### config.mk
export PLATFORM = sky130hd
export DESIGN_NAME = fetch_controller_flat
export DESIGN_NICKNAME = d
export VERILOG_FILES = /design/src/rtl/fetch_controller_if.sv /design/src/rtl/fetch_controller.sv /design/src/flat_wrapper.sv
export SDC_FILE = /design/constraint.sdc
export NUM_CORES = 1
export LEC_CHECK = 0
export CAP_MARGIN = 20
export CORE_UTILIZATION = 55
export CTS_BUF_LIST = sky130_fd_sc_hd__clkbuf_8
export DETAILED_ROUTE_END_ITERATION = 16
export PLACE_DENSITY = 0.88
export SYNTH_ARGS = -nofsm -noshare
export SYNTH_HDL_FRONTEND = slang
export SYNTH_SLANG_ARGS = --single-unit
### constraint.sdc
create_clock -name clk -period 25.3 [get_ports clk]
set_input_delay 2.53 -clock clk [delete_from_list [all_inputs] [get_ports clk]]
set_output_delay 2.53 -clock clk [all_outputs]
set_load 0.02 [all_outputs]
### src/rtl/fetch_controller_if.sv
// Fetch controller bus: memory fetch port, redirect/halt control and the
// instruction output stream, plus observability of pc, occupancy and state.
interface fetch_controller_if;
    logic [71:0] mem_addr;
    logic [71:0] mem_instr;
    logic        redirect_valid;
    logic [71:0] redirect_target;
    logic        halt;
    logic        out_valid;
    logic        out_ready;
    logic [71:0] out_instr;
    logic [71:0] out_pc;
    logic [71:0] pc;
    logic [1:0]  count;
    logic [1:0]  state;

    modport master (
        output mem_addr, out_valid, out_instr, out_pc, pc, count, state,
        input  mem_instr, redirect_valid, redirect_target, halt, out_ready
    );

    modport slave (
        input  mem_addr, out_valid, out_instr, out_pc, pc, count, state,
        output mem_instr, redirect_valid, redirect_target, halt, out_ready
    );
endinterface

### src/rtl/fetch_controller.sv
// Instruction fetch sequencer: fetches 72-bit words at pc into a 2-entry
// FIFO of {instr, pc}, with redirect (flush) taking priority over halt.
//
// state   | meaning
// FETCH   | issuing fetches whenever the FIFO has room (or is popping)
// FULL    | FIFO holds two entries; fetch only alongside a pop
// HALTED  | no fetches, pc frozen, FIFO drains; exits only on redirect
module fetch_controller #(
    parameter logic [71:0] RESET_PC    = 72'h0,
    parameter int          INSTR_BYTES = 9
) (
    input  logic                clk,
    input  logic                reset,
    fetch_controller_if.master  bus
);
    localparam logic [1:0]  ST_FETCH  = 2'b00;
    localparam logic [1:0]  ST_FULL   = 2'b01;
    localparam logic [1:0]  ST_HALTED = 2'b10;
    localparam logic [71:0] PC_STEP   = 72'(INSTR_BYTES);

    logic [71:0] pc_q;
    logic [71:0] fifo_instr [2];
    logic [71:0] fifo_pc    [2];
    logic        rd_ptr;
    logic        wr_ptr;
    logic [1:0]  count_q;
    logic [1:0]  count_d;
    logic [1:0]  state_q;
    logic [1:0]  state_d;
    logic        fetching;
    logic        pop;
    logic        push;

    // A redirect discards the FIFO, so a pop in that cycle is ignored.
    always_comb begin
        fetching = (state_q == ST_FETCH) || (state_q == ST_FULL);
        pop      = (count_q != 2'd0) && bus.out_ready && !bus.redirect_valid;
        push     = fetching && !bus.redirect_valid && !bus.halt &&
                   ((count_q != 2'd2) || pop);
    end

    always_comb begin
        count_d = count_q;
        if (bus.redirect_valid) begin
            count_d = 2'd0;
        end else if (push && !pop) begin
            count_d = count_q + 2'd1;
        end else if (pop && !push) begin
            count_d = count_q - 2'd1;
        end
    end

    always_comb begin
        state_d = state_q;
        if (bus.redirect_valid) begin
            state_d = ST_FETCH;
        end else if (state_q == ST_HALTED) begin
            state_d = ST_HALTED;
        end else if (bus.halt) begin
            state_d = ST_HALTED;
        end else if (count_d == 2'd2) begin
            state_d = ST_FULL;
        end else begin
            state_d = ST_FETCH;
        end
    end

    always_ff @(posedge clk or posedge reset) begin
        if (reset) begin
            pc_q          <= RESET_PC;
            count_q       <= 2'd0;
            state_q       <= ST_FETCH;
            rd_ptr        <= 1'b0;
            wr_ptr        <= 1'b0;
            fifo_instr[0] <= 72'h0;
            fifo_instr[1] <= 72'h0;
            fifo_pc[0]    <= 72'h0;
            fifo_pc[1]    <= 72'h0;
        end else begin
            count_q <= count_d;
            state_q <= state_d;
            if (bus.redirect_valid) begin
                pc_q   <= bus.redirect_target;
                rd_ptr <= 1'b0;
                wr_ptr <= 1'b0;
            end else begin
                if (push) begin
                    fifo_instr[wr_ptr] <= bus.mem_instr;
                    fifo_pc[wr_ptr]    <= pc_q;
                    wr_ptr             <= ~wr_ptr;
                    pc_q               <= pc_q + PC_STEP;
                end
                if (pop) begin
                    rd_ptr <= ~rd_ptr;
                end
            end
        end
    end

    assign bus.mem_addr  = pc_q;
    assign bus.pc        = pc_q;
    assign bus.count     = count_q;
    assign bus.state     = state_q;
    assign bus.out_valid = (count_q != 2'd0);
    assign bus.out_instr = fifo_instr[rd_ptr];
    assign bus.out_pc    = fifo_pc[rd_ptr];
endmodule

### src/flat_wrapper.sv
// flat-port wrapper written by rule: the top's interface ports become plain ports
module fetch_controller_flat 
#(
    parameter logic [71:0] RESET_PC    = 72'h0,
    parameter int          INSTR_BYTES = 9
)
  (clk, reset, bus_mem_addr, bus_out_valid, bus_out_instr, bus_out_pc, bus_pc, bus_count, bus_state, bus_mem_instr, bus_redirect_valid, bus_redirect_target, bus_halt, bus_out_ready);
  fetch_controller_if bus_i ();
  input  logic clk;
  input  logic reset;
  output wire logic [$bits(bus_i.mem_addr)-1:0] bus_mem_addr;
  output wire logic [$bits(bus_i.out_valid)-1:0] bus_out_valid;
  output wire logic [$bits(bus_i.out_instr)-1:0] bus_out_instr;
  output wire logic [$bits(bus_i.out_pc)-1:0] bus_out_pc;
  output wire logic [$bits(bus_i.pc)-1:0] bus_pc;
  output wire logic [$bits(bus_i.count)-1:0] bus_count;
  output wire logic [$bits(bus_i.state)-1:0] bus_state;
  input wire logic [$bits(bus_i.mem_instr)-1:0] bus_mem_instr;
  input wire logic [$bits(bus_i.redirect_valid)-1:0] bus_redirect_valid;
  input wire logic [$bits(bus_i.redirect_target)-1:0] bus_redirect_target;
  input wire logic [$bits(bus_i.halt)-1:0] bus_halt;
  input wire logic [$bits(bus_i.out_ready)-1:0] bus_out_ready;
  assign bus_mem_addr = bus_i.mem_addr;
  assign bus_out_valid = bus_i.out_valid;
  assign bus_out_instr = bus_i.out_instr;
  assign bus_out_pc = bus_i.out_pc;
  assign bus_pc = bus_i.pc;
  assign bus_count = bus_i.count;
  assign bus_state = bus_i.state;
  assign bus_i.mem_instr = bus_mem_instr;
  assign bus_i.redirect_valid = bus_redirect_valid;
  assign bus_i.redirect_target = bus_redirect_target;
  assign bus_i.halt = bus_halt;
  assign bus_i.out_ready = bus_out_ready;
  fetch_controller #(.RESET_PC(RESET_PC), .INSTR_BYTES(INSTR_BYTES)) u_core (.clk(clk), .reset(reset), .bus(bus_i));
endmodule
After elaboration in Yosys (flattened, before gate mapping)
Index checks and enable logic that the tools add are counted.
W data, S select, Z words.
- add/sub/neg operators: 3
- $lt $le $gt $ge: 3
- equal/unequal tests: 4
- muxes and demuxes: 23
- bitwise logic cells: 5
- reductions and logical operators: 19
- operators by type and width (cell ; number):
    $mux W72 ; 9
    $bwmux W144 ; 2
    $add A72 B4 Y72 const B ; 1
    $demux W72 S1 ; 1
    $mux W2 ; 6
    $logic_and A1 B1 Y1 ; 8
    $reduce_bool A2 Y1 ; 3
    $mux W1 ; 5
    $eq A2 B2 Y1 const B ; 2
    $ge A2 B2 Y1 const B ; 2
    $logic_not A1 Y1 ; 4
    $not A1 Y2 ; 2
    $not A1 Y1 ; 3
    $add A2 B1 Y2 const B ; 1
    $eq A2 B1 Y1 const B ; 1
    $logic_not A2 Y1 ; 1
    $logic_or A1 B1 Y1 ; 2
    $lt A2 B1 Y1 const B ; 1
    $ne A2 B2 Y1 const B ; 1
    $reduce_and A2 Y1 ; 1
    $sub A2 B1 Y2 const B ; 1
- bits in registers: 366
- input port bits: 149
- output and inout bits: 293
- logic and storage cells: 66

Depth between registers and ports, before layout
Gate-level depths: netlist (run 1).
- depth after elaboration: 15
- depth in mapped cells: 10
- mapped depth without buffers: 7

Least setup slack after synthesis (run 1)
No wires, ideal clock.
- path kind: input to register
- from: in bus_halt
- to: reg u_core.fifo_instr[0] (netlist name)
- setup time: 0.125 ns
- data arrival time: 4.310 ns
- data required time: 25.175 ns
- path slack: 20.865 ns
- cell stages on the path: 7
- path buffers: 3
- path through: or2_2 -> a21oi_1 -> and3_1 -> buf_2 -> buf_2 -> buf_2 -> mux2_2
- longest elaborated chain between the ends: 4
- ends and longest elaborated chain (what ; line ; text):
    from (decl) ; flat_wrapper.sv:21 ; input wire logic [$bits(bus_i.halt)-1:0] bus_halt;
    $logic_not A1 Y1 ; fetch_controller.sv:38 ; push = fetching && !bus.redirect_valid && !bus.halt &&
    $logic_and A1 B1 Y1 (2 in series) ; fetch_controller.sv:38 ;
    $reduce_and A2 Y1 (no line) ; -- ;
    to (signal, indexed assignment) ; fetch_controller.sv:88 ; fifo_instr[wr_ptr] <= bus.mem_instr;
    to (decl) ; fetch_controller.sv:22 ; logic [71:0] fifo_instr [2];
Every way passes these cells.
A chain may end at the register's enable or synchronous reset.

Final worst setup path (run 1)
- from: reg u_core.rd_ptr
- to: out bus_out_pc[60]
- longest elaborated chain between the ends: 4
- ends and longest elaborated chain (what ; line ; text):
    from (decl) ; fetch_controller.sv:24 ; logic rd_ptr;
    from (signal assigned) ; fetch_controller.sv:94 ; rd_ptr <= ~rd_ptr;
    $not A1 Y2 (not written as such) ; fetch_controller.sv:106 ; assign bus.out_pc = fifo_pc[rd_ptr];
    $mux W72 (not written as such) (3 in series) ; fetch_controller.sv:106 ;
    to (decl) ; flat_wrapper.sv:14 ; output wire logic [$bits(bus_i.out_pc)-1:0] bus_out_pc;
Every way passes these cells. The select of a mux whose other input is x is not followed.

==> results.toml, run 1 <==
[power_and_ir_drop]
p_sw_uw = 917
intPower_uw = 1760
p_seq_share_pct = 37.1
power_frac_comb_pct = 43.0
swShare_pct = 34.3
power_density_nw_per_um2 = 116
pwr-share-clk_pct = 20.0
vdd_drop_max_mv = 0.0835
power_leakage_uw = 0.00933

[sta]
fin_skew_ns = 0.0356
fin_crit_ns = 6.26
worst_pin_slew_ns = 1.07
drv_slew = 0
finalHoldViolCount = 0
slew_headroom_pct = 28.6
final-setup-viol-count = 0
fin_tns_setup_ns = 0
fmaxAchievable_mhz = 160
hold_ws_ns = 0.503
fin_crit_sh_pct = 24.8
grt_setup_unrepaired = "false"

[setup_path]
path_cells = "buf_4 > mux2_2 > clkdlybuf4s50_1"
r2r_slack_ns = 21.64
worst_path_max_delay_cell = "dfrtp_4"
end_kind = "primary output"
critPathLaunchType = "flip-flop"
crit_buf_inv = 2
slowest_delay_ns = 1.09
r2r.worst_path.cells = 7
arrival_ns = 3.73
critical_path_class = "reg -> out"
cp.required_ns = 22.77
crit_family = "buffers and inverters"
path_max_fanout = 75
worst-path-stages = 3

[cells_and_area]
drive_gt1_share_pct = 31.5
nets = 1911
utilization_pct = 73.1
fin_area_um2 = 23100
area_growth_pct = 30.6

[global_routing]
grt_pass1_wl_mm = 74.5
grtUsageTotal_pct = 28.7
grt_max_degree = 140
grt_pass1_vias = 13400
grt-ovfl-total = 0
antenna_found_initial = 1

[synth]
synth_common_cells = "mux2_2 (438), dfrtp_1 (366), buf_4 (73), nand2_1 (61), o21ai_0 (47)"
synth-edff-count = 0
ys_top_cells_by_area = "dfrtp_1 (52%), mux2_2 (28%), buf_4 (3.1%), o21ai_0 (1.3%), nand2_1 (1.3%)"
ys_types = 60
yosysTopAreaCell = "dfrtp_1"
postSynthAreaPerCell_um2 = 12.7
mappedNetlistNets = 1547
ys_seq_area_share_pct = 51.8
post-synth-top-count-cell = "mux2_2"
syn_area_um2 = 17700
ys_ff_latch = 366
synth-async-reset-ratio_pct = 100
syn_inst = 1395
synth_top_area_share_pct = 51.8
synthFlopType = "dfrtp_1"
synth_warnings = 0

[cts]
cts_tree = "built"
ctsResizeCount = 0
cts_sinks = 366
cts_buffers = 60
postCtsHoldBufs = 0
postCtsSetupRepairBufs = 0
clockBufferDepth = 3
clk_latency_ns = 0.61
cts.clk_slew.worst_paths_ns = 0.06
root_buffer = "clkbuf_8"
cts-htree-levels = 2

[placement]
io_buffers = 441
dp_hpwl_mm = 31.8
placed_area_um2 = 21800
gp_congestion = 0.843

[drt]
avgRoutedWirePerCell_um = 21.4
dr.first_iter.drc_count = 919
via_per_inst = 5.88
drt-total-wl_mm = 47.5
antenna_left = 0
drc = 0
first_pass_iters = 5
num_vias = 13000

[floorplanning]
start_util_pct = 56.0
die_y_um = 181
rows = 65
die_x_um = 181
die_area_um2 = 32800
ioPinCount = 442
fp.coreArea_um2 = 31600

[run]
max_cap_violations = 0

[worst_hold_path]
hp-class = "reg -> reg"
min_path_cells = 1

[outcome]
outcome = "completed"
==> metrics by stage <==
stage,instances,setup slack [ns],total power (uW)
6_report,2213,19.04,2670
2_1_floorplan,1395,12.61,1650
5_1_grt,2213,18.90,2790
3_3_place_gp,2098,19.57,2090
4_1_cts,2211,19.01,2680
3_5_place_dp,2098,19.46,2140
==> layer usage <==
metal | track usage (%) | vias to the layer above | share of wire (%)
li1 | - | 5710 | -
met1 | 35.9 | 6586 | 39
met2 | 49.0 | 595 | 50
met3 | 4.54 | 126 | 6.5
met4 | 13.1 | 0 | 4.2
met5 | 0 | - | 0
==> sequential cells by signal, summed over array words and instances (netlist names) <==
signal and cells:
u_core.bus.count 2, u_core.fifo_pc 144, u_core.wr_ptr 1, u_core.rd_ptr 1, u_core.fifo_instr 144, u_core.bus.state 2
u_core.bus.mem_addr 72
==> power groups by stage <==
| stage | sequential (uW) | combinational [uW] | clock (uW) |
|---|---|---|---|
| CTS | 988 | 1150 | 540 |
| finish | 991 | 1150 | 534 |
| detailed placement | 995 | 1150 | 0 |
| global placement | 971 | 1120 | 0 |
| global route | 1020 | 1200 | 568 |
| floorplan | 938 | 708 | 0 |
==> logic make-up (layout without fill, tap and decap cells) <==
kind of cell	count (synthesis)	in the layout	synth area share, %
compound gates	110	110	4.02
simple gates	269	269	8.34
xor+xnor	38	38	1.88
other cells	0	1	0
fa+ha+maj	3	3	0.213
flops	366	366	51.8
mux	440	440	28.0
buf+inv	169	584	5.67
==> cell type report <==
type | instances | area (um^2)
flip-flops and latches | 366 | 9160
fillers | 2053 | 8480
diodes | 1 | 2.50
well taps | 402 | 503
repair buffers | 456 | 4530
clock inverters | 32 | 174
multi-input cells | 860 | 7520
inverters | 15 | 63.8
clock buffers | 81 | 1110
==> cell usage in the layout (no fill, tap or decap), types with 3 or more instances in the layout <==
cell / Yosys / layout
dfrtp_1: 366 / 365
and2_1: 5 / 5
o21ai_0: 47 / 47
and3_2: 3 / 3
nor2b_1: 3 / 3
mux2_2: 438 / 438
o31ai_1: 14 / 14
or3_1: 20 / 20
buf_4: 73 / 14
and4_1: 6 / 6
and4_2: 3 / 3
nand2_1: 61 / 61
ha_1: 3 / 3
nor4_1: 11 / 11
clkdlybuf4s50_1: 0 / 440
a31oi_1: 31 / 31
xor2_1: 17 / 17
xnor2_1: 21 / 21
clkbuf_8: 0 / 81
nor2_1: 46 / 46
a21oi_1: 3 / 3
nand4_1: 33 / 33
clkinv_2: 0 / 6
inv_1: 14 / 34
nand3_1: 30 / 30
and3_1: 5 / 4
or4_1: 19 / 19
nor3_1: 9 / 9
==> worst paths after layout <==
| check | from | end |
|---|---|---|
| setup / recovery | u_core.rd_ptr | bus_out_pc[60] |
| hold / removal | u_core.fifo_instr[102] | u_core.fifo_instr[102] |
| setup reg to reg | u_core.bus.count[0] | u_core.fifo_instr[9] |
| hold reg to reg | u_core.fifo_instr[102] | u_core.fifo_instr[102] |
| max in group asynchronous | reset | u_core.rd_ptr |
| min in group asynchronous | reset | u_core.fifo_instr[26] |
(Power assumes the default switching activity.)
==> run 2, diff against run 1 <==
- CORE_UTILIZATION: 55 -> 51
- PLACE_DENSITY: 0.88 -> 0.82
- clock period: 25.3 -> 6.05 ns (I/O delays scaled with it)
==> run 2 against run 1 <==
Compared with the run above: clock skew shrank 0.010 ns; hold slack got worse by 0.074 ns; sequential share of layout area is 0.12 points lower; critical endpoint is now bus_out_instr[37]; wire length fell by 0.62%.
==> results.toml, run 2 (synthesis gave the netlist of run 1 again) <==
[sta]
fin_crit_ns = 3.83
fmaxAchievable_mhz = 261
setup_ws_ns = 2.22
worst_pin_slew_ns = 1.19
fin_skew_ns = 0.0253
slew_headroom_pct = 20.8
drv_slew = 0
fin_crit_sh_pct = 63.4
fin_tns_setup_ns = 0
final-setup-viol-count = 0
finalHoldViolCount = 0
grt_setup_unrepaired = "false"

[setup_path]
path_cells = "buf_12 > mux2_2 > clkdlybuf4s50_1"
arrival_ns = 3.23
crit_buf_inv = 2
cp.required_ns = 5.44
r2r_slack_ns = 2.63
critPathLaunchType = "flip-flop"
rr_endpoint = "u_core.fifo_instr[33]"
r2r.worst_path.cells = 7
reg2reg_from = "u_core.bus.count[1]"
slowest_delay_ns = 1.06
critical_path_class = "reg -> out"
worst_path_max_delay_cell = "dfrtp_4"
crit_family = "flip-flops"
worst-path-stages = 3
end_kind = "primary output"
path_max_fanout = 83

[power_and_ir_drop]
power_density_nw_per_um2 = 481
power_leakage_uw = 0.00931
vdd_drop_max_mv = 0.387
p_total_uw = 11100

[placement]
io_buffers = 441
dp.cells = 2143
dp_hpwl_mm = 31.1
place_ws_ns = 2.22
gp_congestion = 0.810

[cells_and_area]
drive_gt1_share_pct = 31.7
final_cell_mix = "clkdlybuf4s50_1 (440), mux2_2 (438), dfrtp_1 (365), clkbuf_8 (79), nand2_1 (61)"
final_common_cell = "clkdlybuf4s50_1"
utilization_pct = 68.5
nets = 1909
final_cells = 2262
area_growth_pct = 31.0

[cts]
cts-htree-levels = 2
cts.clk_slew.worst_paths_ns = 0.06
cts_sinks = 366
clk_latency_ns = 0.62
root_buffer = "clkbuf_8"
cts_tree = "built"
postCtsSetupRepairBufs = 0
ctsResizeCount = 0
cts_buffers = 60
clockBufferDepth = 3
postCtsHoldBufs = 0

[global_routing]
grt-ovfl-total = 0
grt_pass1_vias = 13100
grt_max_degree = 190
grt_pass1_wl_mm = 74.2
grtUsageTotal_pct = 26.6
antenna_found_initial = 7

[floorplanning]
start_util_pct = 52.3
die_area_um2 = 35400
rows = 67
fp.coreArea_um2 = 33800
die_y_um = 188
ioPinCount = 442
die_x_um = 188

[worst_hold_path]
min_from = "bus_redirect_valid"
hp-class = "in -> reg"
hold_path_end = "u_core.rd_ptr"
min_path_cells = 2

[run]
max_cap_violations = 0

[drt]
dr.first_iter.drc_count = 714
num_vias = 12700
drc = 0
antenna_left = 0
avgRoutedWirePerCell_um = 20.9
first_pass_iters = 4
via_per_inst = 5.62
drt-total-wl_mm = 47.2

[outcome]
outcome = "completed"
[run 2: cell count changes in the layout (fill, tap and decap cells not counted), sizes merged]
cell / before / now
inv: 38 / 30
diode: 1 / 7
buf: 16 / 14
clkbuf: 81 / 79
clkinv: 6 / 15
[run 2: per-layer routing]
layer	track usage (%)	wire length (um)
met1	33.7	18900
met2	44.0	23300
met3	5.03	3060
met4	12.7	1910
met5	0	0
[run 2: per-stage QoR]
| step | hold WS, ns | area (um^2) |
|---|---|---|
| finish | 0.429 | 23100 |
| global route | 0.442 | 23100 |
| CTS | 0.400 | 23100 |
| detailed placement | 0.490 | 21900 |
| global placement | 0.483 | 21900 |
| floorplan | 0.475 | 17700 |
[run 2: layout make-up]
cell class | count | area (um^2)
fill | 2428 | 10600
inverter | 15 | 60.1
clock inverter | 33 | 178
tap | 448 | 561
timing repair buffer | 454 | 4560
antenna | 7 | 17.5
sequential | 366 | 9160
clock buffer | 79 | 1090
multi-input combinational | 860 | 7520
[run 2: worst max path at each step]
stage	startpoint	end	slack, ns
after floorplan	reset	u_core.bus.count[0]	0.53
after global placement	bus_halt	u_core.fifo_instr[18]	2.28
after detailed placement	bus_halt	u_core.fifo_pc[1]	2.22
after CTS	u_core.rd_ptr	bus_out_instr[37]	2.16
after global routing	u_core.rd_ptr	bus_out_pc[70]	2.08
final	u_core.rd_ptr	bus_out_instr[37]	2.22
[run 2: worst register-to-register path, stage by stage (launching register included)]
cell and delay, ns:
dfrtp_1 0.42, inv_1 0.07, ha_1 0.22, nand2b_1 0.26, a21oi_1 0.54, and3_4 0.93, buf_12 0.43, mux2_2 0.45
[run 2: power breakdown]
| part | switching, uW | internal (uW) | leakage, uW |
|---|---|---|---|
| Clock | 1000 | 1210 | 0.000725 |
| Combinational | 2130 | 2660 | 0.00422 |
| Sequential | 676 | 3450 | 0.00437 |
==> run 3, diff against run 2 <==
- CORE_UTILIZATION: 51 -> 46
- PLACE_DENSITY: 0.82 -> 0.78
- clock period: 6.05 -> 3.15 ns (I/O delays scaled with it)
==> run 3 against run 2 <==
Compared with the run above: cell count grew 4.2%; hold slack worse by 0.34 ns; register-to-register slack lost 2.2 ns; flip-flop and latch count did not move; global-route usage fell by 2.3 points; wire length is 1.4% higher; total power increased by 94%; sequential power rose by 89%; largest power group unchanged.
==> results.toml, run 3 (synthesis gave the netlist of run 1 again) <==
[outcome]
outcome = "completed"

[setup_path]
path_max_fanout = 22
r2r_slack_ns = 0.40
reg2reg_from = "u_core.bus.mem_addr[49]"
r2r.worst_path.cells = 5
crit_family = "buffers and inverters"
cp.required_ns = 2.83
path_cells = "buf_4 > mux2_2 > clkdlybuf4s50_1"
worst-path-stages = 3
rr_endpoint = "u_core.bus.mem_addr[64]"
worst_path_max_delay_cell = "dfrtp_4"
critical_path_class = "reg -> out"
critPathLaunchType = "flip-flop"
crit_buf_inv = 2
end_kind = "primary output"
slowest_delay_ns = 0.68
arrival_ns = 2.68

[floorplanning]
start_util_pct = 46.8
die_x_um = 198
ioPinCount = 442
die_area_um2 = 39200
die_y_um = 198
fp.coreArea_um2 = 37800
rows = 71

[sta]
fin_crit_ns = 2.99
slew_headroom_pct = 45.4
setup_ws_ns = 0.159
worst_pin_slew_ns = 0.813
finalHoldViolCount = 0
grt_setup_unrepaired = "false"
drv_slew = 0
fin_skew_ns = 0.0222
fin_crit_sh_pct = 95.0
final-setup-viol-count = 0
fmaxAchievable_mhz = 334

[global_routing]
grt_pass1_wl_mm = 73.8
antenna_found_initial = 1
grtUsageTotal_pct = 24.3
grt_pass1_vias = 13100
grt_max_degree = 117
grt-ovfl-total = 0

[worst_hold_path]
min_path_cells = 2
min_from = "bus_redirect_valid"
hold_path_end = "u_core.rd_ptr"
hp-class = "in -> reg"

[cts]
clockBufferDepth = 3
cts_sinks = 366
cts-htree-levels = 2
postCtsSetupRepairBufs = 0
postCtsHoldBufs = 0
cts_tree = "built"
ctsResizeCount = 0
cts.clk_slew.worst_paths_ns = 0.06
root_buffer = "clkbuf_8"
clk_latency_ns = 0.64
cts_buffers = 61

[drt]
num_vias = 12700
drc = 0
antenna_left = 0
first_pass_iters = 4
drt-total-wl_mm = 47.8
avgRoutedWirePerCell_um = 20.3
via_per_inst = 5.37
dr.first_iter.drc_count = 586

[placement]
dp_hpwl_mm = 33.7
gp_congestion = 0.810
place_ws_ns = 0.312
placed_area_um2 = 22400
io_buffers = 441
dp.cells = 2245

[run]
max_cap_violations = 0

[cells_and_area]
utilization_pct = 62.7
fin_area_um2 = 23700
nets = 1949
final_common_cell = "clkdlybuf4s50_1"
area_growth_pct = 33.9
fillers = 2982
final_cells = 2357
drive_gt1_share_pct = 33.1
final_cell_mix = "clkdlybuf4s50_1 (440), mux2_2 (438), dfrtp_1 (365), clkbuf_8 (81), nand2_1 (61)"

[power_and_ir_drop]
p_total_uw = 21600
vdd_drop_max_mv = 0.572
power_density_nw_per_um2 = 911
power_leakage_uw = 0.00955
## run 3: final cells by class
type | instances | area (um^2) | share of cell area [%]
antenna | 1 | 2.50 | 0.0106
clock buffer | 81 | 1110 | 4.71
tap | 511 | 639 | 2.70
clock inverter | 30 | 185 | 0.783
sequential | 366 | 9160 | 38.7
inverter | 15 | 60.1 | 0.254
timing repair buffer | 493 | 4970 | 21.0
multi-input combinational | 860 | 7520 | 31.8
## run 3: routing by layer
metal	track usage [%]	vias up	part of all wire, %
met4	10.5	0	3.5
met1	30.8	6375	41
met2	40.4	417	50
met3	5.06	100	6.0
met5	0	-	0
li1	-	5770	-
## run 3: report_power, final
part	switching [uW]	internal, uW	leakage (uW)	total, uW
registers	1160	6620	0.00437	7780
clock network	1930	2450	0.000742	4380
logic	4180	5210	0.00444	9390
## run 3: how the worst max path moves through the flow
stage / from / to / slack (ns)
floorplan: reset / u_core.bus.count[0] / -2.08
CTS: u_core.rd_ptr / bus_out_instr[54] / 0.10
global route: u_core.rd_ptr / bus_out_pc[3] / 0.05
finish: u_core.rd_ptr / bus_out_pc[11] / 0.16
global placement: bus_halt / u_core.bus.mem_addr[47] / 0.32
detailed placement: bus_halt / u_core.bus.mem_addr[47] / 0.31
## run 3: stage by stage
step	hold WS, ns	TNS, ns
6_report	0.0903	0
4_1_cts	0.0515	0
3_5_place_dp	0.490	0
2_1_floorplan	0.435	-759.53
5_1_grt	0.0832	0
3_3_place_gp	0.483	0
